===== src/rtl/fetch_decode_stage_if.sv =====
`default_nettype none
// ============================================================================
// fetch_decode_stage_if : bus bundle for the fetch stage (imem, decode, redirect)
// Rev 1.0 : initial release
// ============================================================================
interface fetch_decode_stage_if;
    logic        imem_req_valid;
    logic        imem_req_ready;
    logic [31:0] imem_addr;
    logic        imem_rsp_valid;
    logic [31:0] imem_rsp_data;
    logic        id_valid;
    logic        id_ready;
    logic [31:0] id_instr;
    logic [31:0] id_pc;
    logic [1:0]  id_imm_src;
    logic        id_illegal;
    logic        redirect_valid;
    logic [31:0] redirect_pc;

    modport master (
        output imem_req_valid, imem_addr,
        output id_valid, id_instr, id_pc, id_imm_src, id_illegal,
        input  imem_req_ready, imem_rsp_valid, imem_rsp_data,
        input  id_ready, redirect_valid, redirect_pc
    );

    modport slave (
        input  imem_req_valid, imem_addr,
        input  id_valid, id_instr, id_pc, id_imm_src, id_illegal,
        output imem_req_ready, imem_rsp_valid, imem_rsp_data,
        output id_ready, redirect_valid, redirect_pc
    );
endinterface
`default_nettype wire


===== src/rtl/fetch_decode_stage.sv =====
`default_nettype none
// ============================================================================
// fetch_decode_stage : in-order imem fetch, 2-entry return FIFO, opcode pre-decode
// Optional macro FETCH_PERF_EN adds perf_fetched / perf_flushed counters.
// Rev 1.0 : initial release
// ============================================================================
module fetch_decode_stage #(
    parameter logic [31:0] RESET_PC        = 32'h0000_0000,
    parameter int          MAX_OUTSTANDING = 2
) (
    input  wire logic             clk,
    input  wire logic             rst_n,
    fetch_decode_stage_if.master  bus
`ifdef FETCH_PERF_EN
    ,
    output logic [31:0]           perf_fetched,
    output logic [31:0]           perf_flushed
`endif
);

    logic [31:0] fetch_pc_q, fetch_pc_d;
    logic [31:0] ret_pc_q,   ret_pc_d;
    logic [1:0]  out_q,      out_d;
    logic [1:0]  drop_q,     drop_d;
    logic [1:0]  count_q,    count_d;
    logic        wr_ptr_q,   wr_ptr_d;
    logic        rd_ptr_q,   rd_ptr_d;
    logic [31:0] instr_q [2];
    logic [31:0] pc_q    [2];

    logic        w_budget;
    logic        w_req_valid;
    logic        w_fire;
    logic        w_rsp_ok;
    logic        w_push;
    logic        w_pop;
    logic        w_redir;
    logic [31:0] w_redir_pc;

    assign w_redir     = bus.redirect_valid;
    assign w_redir_pc  = {bus.redirect_pc[31:2], 2'b00};
    // In-flight requests and buffered words share the FIFO's capacity.
    assign w_budget    = ({1'b0, out_q} + {1'b0, count_q}) < 3'(MAX_OUTSTANDING);
    assign w_req_valid = rst_n && w_budget && !w_redir;
    assign w_fire      = w_req_valid && bus.imem_req_ready;
    assign w_rsp_ok    = bus.imem_rsp_valid && (out_q != 2'd0);
    assign w_push      = w_rsp_ok && (drop_q == 2'd0) && !w_redir;
    assign w_pop       = (count_q != 2'd0) && bus.id_ready && !w_redir;

    always_comb begin
        fetch_pc_d = fetch_pc_q;
        ret_pc_d   = ret_pc_q;
        out_d      = out_q + {1'b0, w_fire} - {1'b0, w_rsp_ok};
        drop_d     = drop_q;
        count_d    = count_q + {1'b0, w_push} - {1'b0, w_pop};
        wr_ptr_d   = wr_ptr_q ^ w_push;
        rd_ptr_d   = rd_ptr_q ^ w_pop;
        if (w_redir) begin
            fetch_pc_d = w_redir_pc;
            ret_pc_d   = w_redir_pc;
            drop_d     = out_q - {1'b0, w_rsp_ok};
            count_d    = 2'd0;
            wr_ptr_d   = 1'b0;
            rd_ptr_d   = 1'b0;
        end else begin
            if (w_fire)
                fetch_pc_d = fetch_pc_q + 32'd4;
            if (w_push)
                ret_pc_d = ret_pc_q + 32'd4;
            if (w_rsp_ok && (drop_q != 2'd0))
                drop_d = drop_q - 2'd1;
        end
    end

    always_ff @(posedge clk or negedge rst_n) begin
        if (!rst_n) begin
            fetch_pc_q <= RESET_PC;
            ret_pc_q   <= RESET_PC;
            out_q      <= 2'd0;
            drop_q     <= 2'd0;
            count_q    <= 2'd0;
            wr_ptr_q   <= 1'b0;
            rd_ptr_q   <= 1'b0;
            for (int i = 0; i < 2; i++) begin
                instr_q[i] <= 32'd0;
                pc_q[i]    <= 32'd0;
            end
        end else begin
            fetch_pc_q <= fetch_pc_d;
            ret_pc_q   <= ret_pc_d;
            out_q      <= out_d;
            drop_q     <= drop_d;
            count_q    <= count_d;
            wr_ptr_q   <= wr_ptr_d;
            rd_ptr_q   <= rd_ptr_d;
            if (w_push) begin
                instr_q[wr_ptr_q] <= bus.imem_rsp_data;
                pc_q[wr_ptr_q]    <= ret_pc_q;
            end
        end
    end

    assign bus.imem_req_valid = w_req_valid;
    assign bus.imem_addr      = fetch_pc_q;
    assign bus.id_valid       = (count_q != 2'd0);
    assign bus.id_instr       = instr_q[rd_ptr_q];
    assign bus.id_pc          = pc_q[rd_ptr_q];

    // Illegal is qualified by valid so an empty FIFO never flags a zero opcode.
    always_comb begin
        bus.id_imm_src = 2'b00;
        bus.id_illegal = 1'b0;
        case (instr_q[rd_ptr_q][6:0])
            7'b0000011, 7'b0010011, 7'b1100111,
            7'b0110011, 7'b0110111, 7'b0010111: bus.id_imm_src = 2'b00;
            7'b0100011:                         bus.id_imm_src = 2'b01;
            7'b1100011:                         bus.id_imm_src = 2'b10;
            7'b1101111:                         bus.id_imm_src = 2'b11;
            default:                            bus.id_illegal = (count_q != 2'd0);
        endcase
    end

`ifdef FETCH_PERF_EN
    logic [31:0] perf_fetched_q;
    logic [31:0] perf_flushed_q;

    always_ff @(posedge clk or negedge rst_n) begin
        if (!rst_n) begin
            perf_fetched_q <= 32'd0;
            perf_flushed_q <= 32'd0;
        end else begin
            perf_fetched_q <= perf_fetched_q + {31'd0, w_pop};
            if (w_redir)
                perf_flushed_q <= perf_flushed_q + {30'd0, count_q} + {31'd0, w_rsp_ok};
            else
                perf_flushed_q <= perf_flushed_q + {31'd0, w_rsp_ok && (drop_q != 2'd0)};
        end
    end

    assign perf_fetched = perf_fetched_q;
    assign perf_flushed = perf_flushed_q;
`endif

endmodule
`default_nettype wire


===== src/flat_wrapper.sv =====
// flat-port wrapper written by rule: the top's interface ports become plain ports
module fetch_decode_stage_flat 
#(
    parameter logic [31:0] RESET_PC        = 32'h0000_0000,
    parameter int          MAX_OUTSTANDING = 2
)
  (clk, rst_n, bus_imem_req_valid, bus_imem_addr, bus_id_valid, bus_id_instr, bus_id_pc, bus_id_imm_src, bus_id_illegal, bus_imem_req_ready, bus_imem_rsp_valid, bus_imem_rsp_data, bus_id_ready, bus_redirect_valid, bus_redirect_pc);
  fetch_decode_stage_if bus_i ();
  input  wire logic clk;
  input  wire logic rst_n;
  output wire logic [$bits(bus_i.imem_req_valid)-1:0] bus_imem_req_valid;
  output wire logic [$bits(bus_i.imem_addr)-1:0] bus_imem_addr;
  output wire logic [$bits(bus_i.id_valid)-1:0] bus_id_valid;
  output wire logic [$bits(bus_i.id_instr)-1:0] bus_id_instr;
  output wire logic [$bits(bus_i.id_pc)-1:0] bus_id_pc;
  output wire logic [$bits(bus_i.id_imm_src)-1:0] bus_id_imm_src;
  output wire logic [$bits(bus_i.id_illegal)-1:0] bus_id_illegal;
  input wire logic [$bits(bus_i.imem_req_ready)-1:0] bus_imem_req_ready;
  input wire logic [$bits(bus_i.imem_rsp_valid)-1:0] bus_imem_rsp_valid;
  input wire logic [$bits(bus_i.imem_rsp_data)-1:0] bus_imem_rsp_data;
  input wire logic [$bits(bus_i.id_ready)-1:0] bus_id_ready;
  input wire logic [$bits(bus_i.redirect_valid)-1:0] bus_redirect_valid;
  input wire logic [$bits(bus_i.redirect_pc)-1:0] bus_redirect_pc;
  assign bus_imem_req_valid = bus_i.imem_req_valid;
  assign bus_imem_addr = bus_i.imem_addr;
  assign bus_id_valid = bus_i.id_valid;
  assign bus_id_instr = bus_i.id_instr;
  assign bus_id_pc = bus_i.id_pc;
  assign bus_id_imm_src = bus_i.id_imm_src;
  assign bus_id_illegal = bus_i.id_illegal;
  assign bus_i.imem_req_ready = bus_imem_req_ready;
  assign bus_i.imem_rsp_valid = bus_imem_rsp_valid;
  assign bus_i.imem_rsp_data = bus_imem_rsp_data;
  assign bus_i.id_ready = bus_id_ready;
  assign bus_i.redirect_valid = bus_redirect_valid;
  assign bus_i.redirect_pc = bus_redirect_pc;
  fetch_decode_stage #(.RESET_PC(RESET_PC), .MAX_OUTSTANDING(MAX_OUTSTANDING)) u_core (.clk(clk), .rst_n(rst_n), .bus(bus_i));
endmodule

===== config.mk =====
export PLATFORM = sky130hd
export DESIGN_NAME = fetch_decode_stage_flat
export DESIGN_NICKNAME = d
export VERILOG_FILES = /design/src/rtl/fetch_decode_stage_if.sv /design/src/rtl/fetch_decode_stage.sv /design/src/flat_wrapper.sv
export SDC_FILE = /design/constraint.sdc
export NUM_CORES = 1
export LEC_CHECK = 0
export ABC_AREA = 1
export BUFFER_PORTS_ARGS = -buffer_cell sky130_fd_sc_hd__buf_2
export CORE_MARGIN = 5
export CORE_UTILIZATION = 48
export DETAILED_ROUTE_END_ITERATION = 12
export GPL_TIMING_DRIVEN = 0
export PLACE_DENSITY = 0.75
export SLEW_MARGIN = 10
export SYNTH_ARGS = -nofsm -noshare
export SYNTH_HDL_FRONTEND = slang
export SYNTH_SLANG_ARGS = --single-unit

===== constraint.sdc =====
create_clock -name clk -period 3.4 [get_ports clk]
set_clock_uncertainty 0.15 [all_clocks]
set_input_delay 0.51 -clock clk [delete_from_list [all_inputs] [get_ports clk]]
set_output_delay 0.51 -clock clk [all_outputs]
set_load 0.01 [all_outputs]

======== Word level (Yosys, flattened, before mapping) ========
Cells that the tools add are included.
storage, ports and cells
  memories ................................ 0
  output and inout bits ................... 101
  bits in registers ....................... 200
  bits in writable memories ............... 0
  bits in read-only memories .............. 0
  logic and storage cells ................. 77
  latch bits .............................. 0
cells by class
  divide/modulo/power cells ............... 0
  eq/ne operators ......................... 9
  reductions and logical operators ........ 19
  shift operators ......................... 0
  add/sub/neg operators ................... 9
  $mul .................................... 0
  bitwise gates (word level) .............. 4
  magnitude comparators ................... 4
  multiplexer cells ....................... 21
operator list
  operator                                                    count
  two-way mux 32 bit                                          11
  bitwise mux 64 bit                                          2
  adder 32 x 3 -> 32 bit, second input constant               2
  demux 32 bit (select 1 bit)                                 1
  == test 7 x 6 -> 1 bit, second input constant               3
  == test 7 bit, second input constant                        3
  == test 7 x 5 -> 1 bit, second input constant               2
  nonzero test 2 bit                                          6
  logical AND 1 bit                                           10
  OR reduction 9 bit                                          1
  == test 7 x 2 -> 1 bit, second input constant               1
  two-way mux 2 bit                                           3
  one-hot mux 2 bit (3 select lines)                          1
  subtractor 2 x 1 -> 2 bit                                   3
  adder 2 x 1 -> 2 bit                                        2
  >= comparator 2 bit, second input constant                  2
  NOT 1 -> 2 bit                                              2
  adder 2 x 2 -> 3 bit                                        1
  less-than comparator 3 x 2 -> 1 bit, second input constant  1
  two-way mux 1 bit                                           3
  logical NOT 2 bit                                           1
  less-than comparator 2 x 1 -> 1 bit, second input constant  1
  subtractor 2 x 1 -> 2 bit, second input constant            1
  XOR 1 bit                                                   2
  logical NOT 1 bit                                           1

======== Longest topological paths before layout ========
Gate-level depths: netlist (run 1).
  depth in word-level cells ............... 7
  mapped depth ............................ 13

======== Worst setup path before layout (run 1) ========
OpenSTA, ideal clock, no wires.
  path type ............................... register to register
  start point ............................. register u_core.drop_q[0]
  end point ............................... register u_core.pc_q[10] (netlist name)
  period minus slack after synthesis ...... 2.358 ns
  buffers on the path ..................... 3
  data required time ...................... 3.117 ns
  slack ................................... 1.042 ns
  stages on the path, launching flop included .. 12
  arrival time ............................ 2.075 ns
  path through ............................ dfrtp_1 inv_1 ha_1 nand3_2 inv_1 nand2_1 inv_2 ha_1 clkbuf_1 buf_2 clkbuf_1 a21oi_1
on the way
  word-level cells in the longest chain between the ends .. 3
RTL lines
  item                             line                      text
  start, declared                  fetch_decode_stage.sv:24  logic [1:0] drop_q, drop_d;
  start signal, assigned           fetch_decode_stage.sv:92  drop_q <= drop_d;
  logical NOT 2 bit                fetch_decode_stage.sv:47  assign w_push = w_rsp_ok && (drop_q == 2'd0) && !w_redir;
  logical AND 1 bit (2 in series)  fetch_decode_stage.sv:47
  end signal, assigned by index    fetch_decode_stage.sv:98  pc_q[wr_ptr_q] <= ret_pc_q;
  end, declared                    fetch_decode_stage.sv:29  logic [31:0] pc_q [2];
No other way between the ends.
A chain may end at the register's enable or synchronous reset.

======== Final worst setup path (run 1) ========
  start point ............................. register u_core.drop_q[0]
  end point ............................... register u_core.instr_q[4] (netlist name)
on the way
  word-level cells in the longest chain between the ends .. 3
RTL lines
  item                             line                      text
  logical NOT 2 bit                fetch_decode_stage.sv:47
  logical AND 1 bit (2 in series)  fetch_decode_stage.sv:47
  end signal, assigned by index    fetch_decode_stage.sv:97  instr_q[wr_ptr_q] <= bus.imem_rsp_data;
  end, declared                    fetch_decode_stage.sv:28  logic [31:0] instr_q [2];
No other way between the ends.

==> results of run 1 <==
[per-stage QoR]
stage,worst slack [ns],hold WS (ns)
2_1_floorplan,1.04,0.0644
3_3_place_gp,-2.21,0.339
3_5_place_dp,0.181,0.211
4_1_cts,0.147,0.116
5_1_grt,0.0490,0.119
6_report,0.253,0.125
[final timing paths]
path                                             from                        to  slack [ns]  depth (start not counted)
worst min-delay path            bus_imem_rsp_data[13]        u_core.instr_q[45]        0.12                          3
min in group asynchronous                       rst_n        u_core.instr_q[25]        0.33                          2
worst max register to register       u_core.drop_q[0]         u_core.instr_q[4]        0.25                         10
worst min register to register      u_core.instr_q[3]         u_core.instr_q[3]        0.36                          1
worst max-delay path                 u_core.drop_q[0]         u_core.instr_q[4]        0.25                         10
max in group asynchronous                       rst_n  u_core.bus.imem_addr[26]        1.65                          4
[power by group through the flow]
stage | Sequential, uW | Combinational, uW | Clock [uW]
after global placement | 3540 | 2790 | 0
after detailed placement | 3560 | 2880 | 0
after CTS | 3520 | 2910 | 2100
final | 3530 | 2890 | 2080
after floorplan | 3470 | 1790 | 0
after global routing | 3630 | 3260 | 2200
[cells in the mapped netlist, drive strengths merged]
cell type,instances
inv,151
a31oi,6
nor3,12
dfrtp,192
o211ai,13
o221ai,3
nand4,14
o21ai,153
clkbuf,35
nand3,79
a21oi,41
clkinv,1
o31ai,1
o311ai,1
nand2,346
and2,2
mux2,38
o21bai,5
xor2,14
o21a,1
or2,2
xnor2,4
fa,1
ha,9
buf,22
conb,1
nor2,109
[state kept, by name (all words and copies together), names as in the netlist]
signal / cells
u_core.out_q: 2
u_core.rd_ptr_q: 1
u_core.drop_q: 2
u_core.bus.imem_addr: 30
u_core.ret_pc_q: 30
u_core.wr_ptr_q: 1
u_core.instr_q: 64
u_core.pc_q: 60
u_core.count_q: 2
[critical path: cells and delay by family, from the launching register on]
| family | cells | cell delay [ns] |
|---|---|---|
| AO/OA/AOI/OAI | 1 | 0.22 |
| adder cells (fa/ha/maj) | 2 | 0.37 |
| buffers and inverters | 5 | 1.43 |
| flip-flops | 1 | 0.39 |
| AND/OR/NAND/NOR | 2 | 0.43 |
[layer usage]
metal	track usage (%)	part of all wire (%)	vias up
li1	-	-	4412
met1	33.7	44	4372
met2	38.1	46	409
met3	4.58	8.2	52
met4	8.03	2.2	0
met5	0	0	-
[cell families (layout without fill, tap and decap cells)]
group	after synthesis	count (layout)	synth area share (%)
AOI/OAI and AO/OA	224	224	12.2
xor gates and xnor gates	18	18	1.58
adders and majority gates	10	10	1.33
buffers and inverters	209	407	8.55
DFF	192	192	48.0
muxes	38	38	4.28
other	1	4	0.0375
and+or+nand+nor	564	564	24.0
[area by class of cell]
class,count,area (um^2)
fill,1823,8510
buffer,56,284
multi-input combinational,858,4360
timing repair buffer,167,896
sequential,192,4800
tap,270,338
clock buffer,18,439
clock inverter,14,166
inverter,152,572
[repair_timing]
action                                 in CTS  in global routing
setup endpoints to repair                   0                 75
setup buffers                               0                  0
resized for setup                           0                  5
endpoints found under the hold margin      22                  0
hold buffers                                1                  0
==> run metrics, run 1 <==
outcome finished, final reports clean; Final Non-Filler Cells 1727; wirelength, routed 28500 um; Final Cycle Share 92.6%; startpoint types flop; pwr/cell area 717 nW/um^2; critical path type flop to flop; # DRC 0; antenna violations before repair 0; total core area 20400 um^2; largest net degree at the start of global routing 110; Tot Pwr 8500 uW; share of layout cells above drive strength 1 21.0%; number of global-route vias before repair 9134; crit-path cells inv_1 > ha_1 > nand3_2 > inv_1 > nand2_1 > inv_2 > ha_1 > clkbuf_1 > clkbuf_1 > o21ai_0; DR WL/cell 16.5 um; die width 154 um; Final Cell Area 11900 um^2; post-route antenna net violation count 0; Tmin final 3.15 ns; Starting Density 49.1%; IO Count 171; Layout area overhead 18.5%; Port Buffer Count 164; CTS root buf clkbuf_16; crit end category flop; sequential element share of the synthesized area 48.0%; Syn Area/Cell 7.97 um^2; placed instance count 1695; Num CTS Buffers 17; clk_lat worst skew 0.45 ns; Fin. Hold Viols 0; first-pass GRT wire length 46500 um; Post-Syn Area 10000 um^2; H-Tree Depth 4; Via density 5.35; Synth top area share 48.0%; final core occ 58.2%; Clock power frac 24.4%; setup TNS 0 ns; DRT iter0 DRCs 681; critical path arrival 3.29 ns; Least-Margin Pin Slew 0.639 ns; dpl cell area 11200 um^2; Gate power share 34.0%; total gr overflow 0; largest cells by area after synthesis dfrtp_1 48%, nand2_1 13%, o21ai_0 6.8%; clk buf depth 2; Final Setup Violations 0; gr usage total 24.2%; max-slew violations 0; Post-DP HPWL 21100 um; RSZ-0062 raised after global routing no; Max VDD drop 402 uV; commonest non-fill, non-tap cell in the layout nand2_1; Sw Ratio 38.4%; drt first pass iters 5; Max Fanout on Critical Path 10; Critical Path Max Stage Delay 0.50 ns; Sequential Power Share 41.6%; Synth cell types 42; Slew Limit Headroom 57.4%; CTS Sinks 192; CP Data Required Time 3.54 ns; Fmax achieved 0.318 GHz; Internal 5240 uW; commonest cells after routing, fill and taps aside 338 x nand2_1, 192 x dfrtp_1, 175 x buf_2, 145 x inv_1, 135 x o21ai_0; HP Class input port to flop; static leakage 0.00583 uW; switching power 3270 uW; post-synth top area cell dfrtp_1; max_cap viols 0; die height 154 um; die footprint 23800 um^2; vias post-DR 9245; Critical-path top delay cell clkbuf_1; Nets 1524; CTS tree built; Site Rows 52; ant diodes 0; Worst-path clk slew 0.08 ns; FF+latch count, synth 192; Ys Warns 0; Placer Congestion 0.924; Gate Count Post-Synth 1256
No activity file was read; power rests on OpenSTA's default activity.
==> inputs of run 2 (changes only) <==
--- a/config.mk
+++ b/config.mk
@@ -5,7 +5,7 @@
 export SDC_FILE = /design/constraint.sdc
 export NUM_CORES = 1
 export LEC_CHECK = 0
-export ABC_AREA = 1
+export ABC_AREA = 0
 export BUFFER_PORTS_ARGS = -buffer_cell sky130_fd_sc_hd__buf_2
 export CORE_MARGIN = 5
 export CORE_UTILIZATION = 48
==> run metrics, run 2 <==
total core area 18800 um^2; most common cell in the synthesized netlist mux2_2; WP buf/inv 5; drt first pass iters 5; failing checks hold timing; first-pass GRT wire length 36700 um; share of layout cells above drive strength 1 42.8%; Gate power share 30.8%; Tot Pwr 7730 uW; Port Buffer Count 163; Synth cell types 57; DR WL/cell 18.5 um; wirelength, routed 22600 um; clk buf depth 2; IO Count 171; multi-input logic area 4210 um^2; post-route antenna net violation count 0; Clock power frac 26.7%; R2R setup slack 0.41 ns; Syn Area/Cell 12.1 um^2; static leakage 0.00520 uW; max_cap viols 0; Num CTS Buffers 17; ant diodes 0; most used cell, CP clkbuf_1; critical path type input port to flop; CTS root buf clkbuf_16; DRT iter0 DRCs 372; setup bufs post-CTS 0; total gr overflow 0; crit-path cells clkbuf_1 > inv_1 > clkbuf_1 > and2_1 > ha_1 > clkbuf_1 > buf_1 > mux2_2; Nets 1032; Fmax achieved 0.302 GHz; R2R cell count 8; crit end category flop; Final Cycle Share 97.4%; pwr/cell area 699 nW/um^2; commonest non-fill, non-tap cell in the layout mux2_2; H-Tree Depth 4; Final Non-Filler Cells 1225; die footprint 22200 um^2; CTS tree built; Synth top area share 51.8%; max reg flops 64; Post-synth EDFFs 0; largest net degree at the start of global routing 101; post-synth top area cell dfrtp_1; setup TNS 0 ns; Post-Syn Area 9270 um^2; clk_lat worst skew 0.43 ns; Least-Margin Pin Slew 0.713 ns; synth cell count leaders 193 x mux2_2, 192 x dfrtp_1, 46 x nand2_1; final hold slack -0.0452 ns; Max Fanout on Critical Path 11; number of global-route vias before repair 6948; Final Setup Violations 0; HP Class input port to async pin; Largest regs u_core.instr_q (64), u_core.pc_q (60); Fin. Hold Viols 62; FF+latch count, synth 192; antenna violations before repair 1; Worst-path clk slew 0.06 ns; largest cells by area after synthesis dfrtp_1 52%, mux2_2 23%, xnor2_1 2.4%; sequential element share of the synthesized area 51.8%; max-slew violations 0; Max VDD drop 410 uV; CP top delay family buffers and inverters; gr usage total 20.7%; Gate Count Post-Synth 768; RSZ-0062 raised after global routing yes; vias post-DR 6732; commonest cells after routing, fill and taps aside 193 x mux2_2, 192 x dfrtp_1, 168 x buf_2, 46 x nand2_1, 37 x o21ai_0; CP Data Required Time 3.55 ns; sequential cell area 4800 um^2; startpoint types input port; Via density 5.50; Slew Limit Headroom 52.5%; Primary FF master, synth dfrtp_1; Site Rows 50; Sw Ratio 30.8%; CTS Sinks 192; post-synthesis async set-or-reset flop share 100%; Tmin final 3.31 ns; R2R Path End u_core.bus.imem_addr[6]; Starting Density 49.2%; die width 149 um; # DRC 0; placed instance count 1195; die height 149 um; Ys Warns 0; final core occ 58.8%; Post-DP HPWL 16300 um; Internal 5350 uW; critical path arrival 3.46 ns; outcome complete, but fails checks; Top reg by flops u_core.instr_q; Critical Path Max Stage Delay 0.55 ns; # fillers 1593; Sequential Power Share 42.5%; switching power 2380 uW; Layout area overhead 19.4%; Critical-path top delay cell buf_1; r2r startpoint u_core.out_q[0]; Placer Congestion 0.866
-- run 2: final cells by class --
type                    count  share of cell area, %
flip-flops and latches    192                   43.4
plain buffers              42                   1.70
repair buffers            164                   7.71
inverters                  20                  0.679
well taps                 260                   2.94
clock buffers              20                   4.04
multi-input cells         515                   38.1
clock inverters            12                   1.44
-- run 2: worst reg2reg max path: cells and delay by family (launching register included) --
kind / cells / cell delay [ns]
AO/OA/AOI/OAI: 1 / 0.37
buffers and inverters: 3 / 0.68
adder cells (fa/ha/maj): 1 / 0.48
flip-flops: 1 / 0.40
AND/OR/NAND/NOR: 3 / 0.81
-- run 2: cell families (layout without fill, tap and decap cells) --
kind of cell               Yosys count  count (layout)  synth area share [%]
AOI/OAI and AO/OA                   94              94                  6.44
DFF                                192             192                  51.8
other                                1               4                0.0405
buffers and inverters               64             258                  2.82
muxes                              195             195                  23.7
xor gates and xnor gates            38              38                  3.59
and+or+nand+nor                    174             174                  10.2
adders and majority gates           10              10                  1.43
-- run 2: stage by stage --
step,cell area [um^2],worst slack [ns]
2_1_floorplan,9280,0.473
3_3_place_gp,10400,-2.57
3_5_place_dp,10500,-0.558
4_1_cts,11100,0.110
5_1_grt,11100,-0.0581
6_report,11100,0.0901
-- run 2: worst max-delay path by stage --
stage / end / from / slack (ns) / depth (start not counted)
after detailed placement: u_core.pc_q[5] / bus_redirect_valid / -0.56 / 9
after floorplan: u_core.instr_q[10] / bus_redirect_valid / 0.47 / 9
after global routing: u_core.pc_q[20] / bus_redirect_valid / -0.06 / 8
after global placement: u_core.bus.imem_addr[6] / rst_n / -2.57 / 6
after CTS: u_core.pc_q[44] / bus_redirect_valid / 0.11 / 8
final: u_core.pc_q[28] / bus_redirect_valid / 0.09 / 8
-- run 2: power by group through the flow --
stage	Combinational (uW)	Clock [uW]	Sequential [uW]
2_1_floorplan	1590	0	3220
5_1_grt	2620	2200	3370
4_1_cts	2420	2100	3280
6_report	2380	2060	3280
3_5_place_dp	2400	0	3320
3_3_place_gp	2360	0	3290
-- run 2: timing repair --
| item | CTS | global route |
|---|---|---|
| gates cloned | 0 | 0 |
| setup endpoints to repair | 138 | 75 |
| gates resized for setup | 2 | 10 |
| pin swaps | 0 | 0 |
| endpoints found under the hold margin | 93 | 0 |
-- run 2: per-layer routing --
metal  part of all wire, %  GRT usage, %  up-vias
li1                      -             -     3141
met1                    46          29.5     3325
met2                    46          32.6      239
met3                   6.3          4.25       25
met4                   1.4          5.40        2
met5                 0.031             0        -
